<file path="src/rtl/debounce_pkg.sv">
// rtl/debounce_pkg.sv - shared defaults and helpers for the switch debouncer
package debounce_pkg;

  localparam int DEB_WIDTH         = 8;
  localparam int DEB_SYNC_STAGES   = 2;
  localparam int DEB_STABLE_CYCLES = 16;

  // Counter width needed to count up to stable_cycles-1
  function automatic int cnt_width(input int stable_cycles);
    return $clog2(stable_cycles);
  endfunction

endpackage

</file>
<file path="src/rtl/debounce_bit.sv">
// rtl/debounce_bit.sv - synchroniser, stability counter and stable flop for one switch bit
module debounce_bit
  import debounce_pkg::*;
#(
  parameter int SYNC_STAGES   = DEB_SYNC_STAGES,
  parameter int STABLE_CYCLES = DEB_STABLE_CYCLES
) (
  input  logic clk,
  input  logic rst,
  input  logic raw,
  output logic level,
  output logic flip
);

  localparam int            CW      = cnt_width(STABLE_CYCLES);
  localparam logic [CW-1:0] CNT_MAX = CW'(STABLE_CYCLES - 1);

  logic [SYNC_STAGES-1:0] sync_q;
  logic                   sync;
  logic [CW-1:0]          cnt_q;

  assign sync = sync_q[SYNC_STAGES-1];

  // High on the cycle whose closing edge will move level; lets the top
  // register the event on the same edge as the level update.
  assign flip = (sync != level) && (cnt_q == CNT_MAX);

  // Metastability chain: raw enters at bit 0, sync is the last stage
  always_ff @(posedge clk) begin
    if (rst) begin
      sync_q <= '0;
    end else begin
      sync_q <= {sync_q[SYNC_STAGES-2:0], raw};
    end
  end

  // Count consecutive mismatching samples; any bounce back restarts the count
  always_ff @(posedge clk) begin
    if (rst) begin
      cnt_q <= '0;
      level <= 1'b0;
    end else if (sync == level) begin
      cnt_q <= '0;
    end else if (cnt_q == CNT_MAX) begin
      level <= sync;
      cnt_q <= '0;
    end else begin
      cnt_q <= cnt_q + CW'(1);
    end
  end

endmodule

</file>
<file path="src/rtl/switch_debouncer.sv">
// rtl/switch_debouncer.sv - debounced switch vector with one-entry change event port
module switch_debouncer
  import debounce_pkg::*;
#(
  parameter int WIDTH         = DEB_WIDTH,
  parameter int SYNC_STAGES   = DEB_SYNC_STAGES,
  parameter int STABLE_CYCLES = DEB_STABLE_CYCLES
) (
  input  logic             clk,
  input  logic             rst,
  input  logic [WIDTH-1:0] sw_raw,
  output logic [WIDTH-1:0] sw_stable,
  output logic             change_valid,
  input  logic             change_ready,
  output logic [WIDTH-1:0] change_data,
  output logic             change_overrun
);

  if (SYNC_STAGES < 2 || STABLE_CYCLES < 2) begin : g_bad_params
    $error("switch_debouncer: SYNC_STAGES and STABLE_CYCLES must both be at least 2");
  end

  logic [WIDTH-1:0] flip_vec;
  logic [WIDTH-1:0] stable_next;
  logic             evt;
  logic             acc;

  for (genvar i = 0; i < WIDTH; i++) begin : g_bit
    debounce_bit #(
      .SYNC_STAGES  (SYNC_STAGES),
      .STABLE_CYCLES(STABLE_CYCLES)
    ) u_bit (
      .clk  (clk),
      .rst  (rst),
      .raw  (sw_raw[i]),
      .level(sw_stable[i]),
      .flip (flip_vec[i])
    );
  end

  // Value sw_stable takes on the coming edge; all bits flipping together form one event
  assign stable_next = sw_stable ^ flip_vec;
  assign evt         = |flip_vec;
  assign acc         = change_valid & change_ready;

  // One-entry event buffer: newest value wins, overrun marks a lost unaccepted event
  always_ff @(posedge clk) begin
    if (rst) begin
      change_valid   <= 1'b0;
      change_data    <= '0;
      change_overrun <= 1'b0;
    end else if (evt) begin
      change_valid   <= 1'b1;
      change_data    <= stable_next;
      change_overrun <= change_valid & ~change_ready;
    end else if (acc) begin
      change_valid   <= 1'b0;
      change_overrun <= 1'b0;
    end
  end

endmodule

</file>
<file path="config.mk">
export PLATFORM = sky130hd
export DESIGN_NAME = switch_debouncer
export DESIGN_NICKNAME = d
export VERILOG_FILES = /design/src/rtl/debounce_pkg.sv /design/src/rtl/debounce_bit.sv /design/src/rtl/switch_debouncer.sv
export SDC_FILE = /design/constraint.sdc
export NUM_CORES = 1
export LEC_CHECK = 0
export ABC_AREA = 1
export CORE_ASPECT_RATIO = 1.1
export CORE_MARGIN = 2
export CORE_UTILIZATION = 60
export DETAILED_ROUTE_END_ITERATION = 6
export PLACE_DENSITY = 0.87
export SLEW_MARGIN = 10
export SYNTH_ARGS = -nofsm -noshare
export SYNTH_HDL_FRONTEND = slang
export SYNTH_SLANG_ARGS = --single-unit
</file>
<file path="constraint.sdc">
create_clock -name clk -period 3.5 [get_ports clk]
set_clock_uncertainty 0.15 [all_clocks]
set_input_delay 0.7 -clock clk [delete_from_list [all_inputs] [get_ports clk]]
set_output_delay 0.7 -clock clk [all_outputs]
set_load 0.03 [all_outputs]
</file>
# After elaboration in Yosys (flattened, before gate mapping)
# Cells that the tools add are included.
totals:
  register_bits: 66
  output_inout_bits: 18
  word_cells: 100
classes:
  add_sub_neg: 8
  eq_ne: 24
  muxes: 3
  n_bitwise: 12
  reduce_logical: 26
op_table:
  columns: ["operator", "count"]
  rows:
  - ["adder 4 x 1 -> 4 bit (second input constant)", 8]
  - ["== test 4 bit (second input constant)", 8]
  - ["OR reduction 3 bit", 8]
  - ["AND reduction 2 bit", 8]
  - ["inverter 1 bit", 9]
  - ["== test 1 bit", 8]
  - ["logical AND 1 bit", 8]
  - ["!= test 1 bit", 8]
  - ["OR reduction 8 bit", 1]
  - ["bitwise XOR 8 bit", 1]
  - ["two-way mux 1 bit", 3]
  - ["AND 1 bit", 2]
  - ["nonzero test 2 bit", 1]

# Depth between registers and ports, before layout
logic_depth:
  word_depth: 4
  ltp_mapped: 10
  depth_no_buf: 9

# Cells and area by module
# From an unflattened synthesis, not the netlist that was laid out.
hier_totals:
  hier_cells: 365
  area_unflattened_um2: 2735.1
modules_own_cells:
  columns: ["module", "n_inst", "cells_per_inst", "area_each_um2", "seq_area_each_um2"]
  rows:
  - ["debounce_bit", 8, 36, 275.3, 140.1]
  - ["switch_debouncer", 1, 77, 533.0, 200.2]

# Least setup slack after synthesis
# Ideal clock, no wire load.
synth_timing:
  path_type: "input port to flip-flop"
  start: "input port rst"
  end: "register change_valid"
  arrival_ns: 1.319
  setup_slack_ns: 1.918
  path_stages: 5
  n_path_buf: 2
  path_cell_list: "buf_2 > clkinv_1 > buf_2 > o21ai_1 > inv_1"
synth_lines:
  columns: ["item", "line", "text"]
  rows:
  - ["start: declaration", "switch_debouncer.sv:10", "input logic rst,"]
  - ["end signal: assignment", "switch_debouncer.sv:49", "change_valid <= 1'b0;"]
  - ["end signal: assignment", "switch_debouncer.sv:53", "change_valid <= 1'b1;"]
  - ["end signal: assignment", "switch_debouncer.sv:57", "change_valid <= 1'b0;"]
  - ["end: declaration", "switch_debouncer.sv:13", "output logic change_valid,"]
# No word-level cell between the ends.

# Final worst setup path
layout_timing:
  start: "register g_bit[7].u_bit.level"
  end: "output port sw_stable[7]"
layout_lines:
  columns: ["item", "line", "text"]
  rows:
  - ["start: declaration", "debounce_bit.sv:11", "output logic level,"]
  - ["start signal: assignment", "debounce_bit.sv:45", "level <= sync;"]
  - ["end: declaration", "switch_debouncer.sv:12", "output logic [WIDTH-1:0] sw_stable,"]
# No word-level cell between the ends.

==> run summary <==
CP arrival -> 1.40 ns
Final hold violations -> 0
Switching Power -> 0.294 mW
Largest stage delay on the critical path -> 0.69 ns
Post-synthesis cell count -> 346
Storage cell area -> 1320 µm²
Fmax -> 444 MHz
CP Capture Type -> primary output
Placeable Area -> 4590 µm²
Antenna cells -> 0
Min setup slack post-route -> 1.25 ns
Critical Path Start -> g_bit[7].u_bit.level
Post-DRT Antenna Nets -> 0
Post-CTS Repair Setup Buffers -> 0
Total Power -> 1.36 mW
Hold Crit Class -> reg2reg
DRC Markers -> 0
Slew Limit Fails -> 0
Total track usage -> 19.5%
# fillers -> 337
Mux cell area share after synthesis -> 0%
Post-Synth XOR/XNOR Area -> 4.95%
Worst slew pin tran -> 0.553 ns
Critical path's slowest cell -> clkdlybuf4s50_1
Port Buf Inserts -> 28
I/O Pins -> 29
H-tree depth -> 3
CP required -> 2.65 ns
Initial antenna violation count -> 0
Initial Utilization -> 61.7%
Placed inst area -> 3070 µm²
DR vias -> 2,063
Finished Layout Cells -> 432
Post-Synth Adder-Cell Area -> 3.54%
Final design instance area without fill -> 3240 µm²
Crit Path Max Fanout -> 3
DIE AREA -> 5290 µm²
RSZ-0062 raised after global routing -> no
CTS Sinks -> 66
CTS tree -> yes
First-pass GRT wire length -> 8010 µm
# resized after CTS -> 0
Minimum clock period -> 2.25 ns
Clock power frac -> 40.6%
Max_cap viols -> 0
# setup viols final -> 0
Final #Nets -> 391
Final WL -> 4520 µm
Final period utilization -> 64.3%
Area delta synth->final -> 14.5%
Main combinational cell family by area after synthesis -> simple AND/OR/NAND/NOR gates
Router iterations before antenna repair -> 4
Worst path bufs/invs -> 1
Placer Congestion -> 0.763
Cell variety after synth -> 23
Sequential share of power -> 56.4%
Hold depth -> 2
Worst-case clock buffer depth -> 2
Number of buffers created by CTS -> 9
Hold Path Origin -> g_bit[1].u_bit.sync_q[0]
Post-synthesis compound-gate area fraction -> 5.08%
Rows -> 26
Syn_area_per_cell -> 8.18 µm²
Vias in the first global route -> 1,987
Cell internal pwr -> 1.07 mW
Status -> finished, final reports clean
Die Y -> 76.1 µm
Root Buffer -> clkbuf_8
Area occupied by multi-input gates -> 1140 µm²
Largest net degree at the start of global routing -> 25
Die X -> 69.5 µm
Hold Buf Count CTS -> 0
Synth Area in Simple Gates -> 26.7%
Ys Warns -> 0
Reg2reg path depth -> 9
Reg2reg start -> g_bit[0].u_bit.cnt_q[0]
DP HPWL -> 3180 µm
Latest clock arrival within the worst-skew pair -> 0.34 ns
Drt wl/cell -> 10.5 µm
Syn Nets -> 365
Setup CP Type -> reg2out
Global route total overflow -> 0
Netlist Area Pre-Place -> 2830 µm²
Clock transition at path regs -> 0.06 ns
Share of cells above drive strength 1 -> 14.9%
Power density cells -> 420 nW/µm²
Setup tns final -> 0 ns
#FFs+latches synth -> 66
Worst R2R End -> change_data[3]
CP top delay family -> buffers and inverters
Startpoint types -> flip-flop
CP Cell Sequence -> clkdlybuf4s50_1
Hold EP -> g_bit[1].u_bit.sync_q[1]
Dpl ws -> 1.12 ns
Net Sw Frac -> 21.5%
Post-synthesis sequential area ratio -> 46.7%
FF-to-FF setup slack -> 1.74 ns
Via-per-instance ratio -> 4.78
Maximum vdd drop -> 288 µV
Slew headroom -> 62.9%
Placed cell count -> 417
Leakage power -> 1.48 nW
Number of DRC markers in iteration 0 -> 85
Comb power frac -> 3.0%
## cell usage after synthesis
cell	number	area, µm²
dfxtp_1	66	1320
inv_1	59	221
xnor2_1	8	70.1
buf_2	2	10.0
clkinv_2	1	5.00
xor2_1	8	70.1
nand3_2	8	80.1
buf_4	8	60.1
inv_2	6	22.5
clkinv_1	1	3.75
nor2_1	65	244
clkbuf_1	2	7.51
nand2_1	42	158
buf_12	2	40.0
nor2_8	2	40.0
o21ai_1	1	5.00
nand2_2	11	68.8
nor2_2	1	6.26
o21a_1	8	60.1
a21oi_2	9	78.8
nand3_1	25	125
nand2_4	3	33.8
ha_1	8	100
## sequential cells by signal, summed over array words and instances, names as in the netlist
signal	count
g_bit.u_bit.cnt_q	32
g_bit.u_bit.sync_q	16
change_valid	1
change_overrun	1
g_bit.u_bit.level	8
change_data	8
## cell families (layout without fill, tap and decap cells)
kind of cell	after synthesis	after routing
fa+ha+maj	8	8
buf+inv	81	111
xor+xnor	16	16
simple gates	157	157
flops	66	66
compound gates	18	18
## metrics by stage
stage	hold slack, ns	util, %
after global placement	0.239	67.0
after floorplan	0.238	-
after detailed placement	0.243	67.0
final	0.250	70.7
after global routing	0.278	70.7
after CTS	0.252	70.7
## layout by cell type (no fill, tap or decap), types with 6 or more instances in the layout
cell and count:
nand2_1 42, a21oi_2 9, xor2_1 8, nand2_2 11, inv_1 59, nand3_2 8
clkbuf_8 11, nor2_1 65, dfxtp_1 66, o21a_1 8, clkdlybuf4s50_1 28, inv_2 6
ha_1 8, xnor2_1 8, nand3_1 25
## worst max-delay path by stage
stage                               to  slack (ns)  depth (start not counted)
2_1_floorplan             change_valid        1.92                          5
3_3_place_gp   g_bit[6].u_bit.cnt_q[3]        1.16                          4
3_5_place_dp   g_bit[3].u_bit.cnt_q[1]        1.12                          4
4_1_cts                   change_valid        1.24                          1
5_1_grt                   sw_stable[6]        1.19                          1
6_report                  sw_stable[7]        1.25                          1
## power groups by stage
stage / registers [mW] / logic, mW / clock network (mW)
floorplan: 0.784 / 0.0243 / 0
global placement: 0.785 / 0.0398 / 0
detailed placement: 0.786 / 0.0414 / 0
CTS: 0.769 / 0.0417 / 0.565
global route: 0.770 / 0.0468 / 0.591
finish: 0.769 / 0.0411 / 0.553
## area by class of cell
type | instances | area share, %
Inverter | 67 | 7.80
Sequential cell | 66 | 40.8
Tap cell | 56 | 2.16
Multi-Input combinational cell | 199 | 35.2
Timing Repair Buffer | 29 | 8.88
Clock inverter | 3 | 0.463
Clock buffer | 12 | 4.79
## metal layers
metal	wire (µm)	GRT usage [%]	vias to the layer above
li1	-	-	1078
met1	1910	20.0	939
met2	2280	34.2	34
met3	163	4.50	12
met4	165	14.7	0
met5	0	0	-
Power figures use the tool's default switching activity.
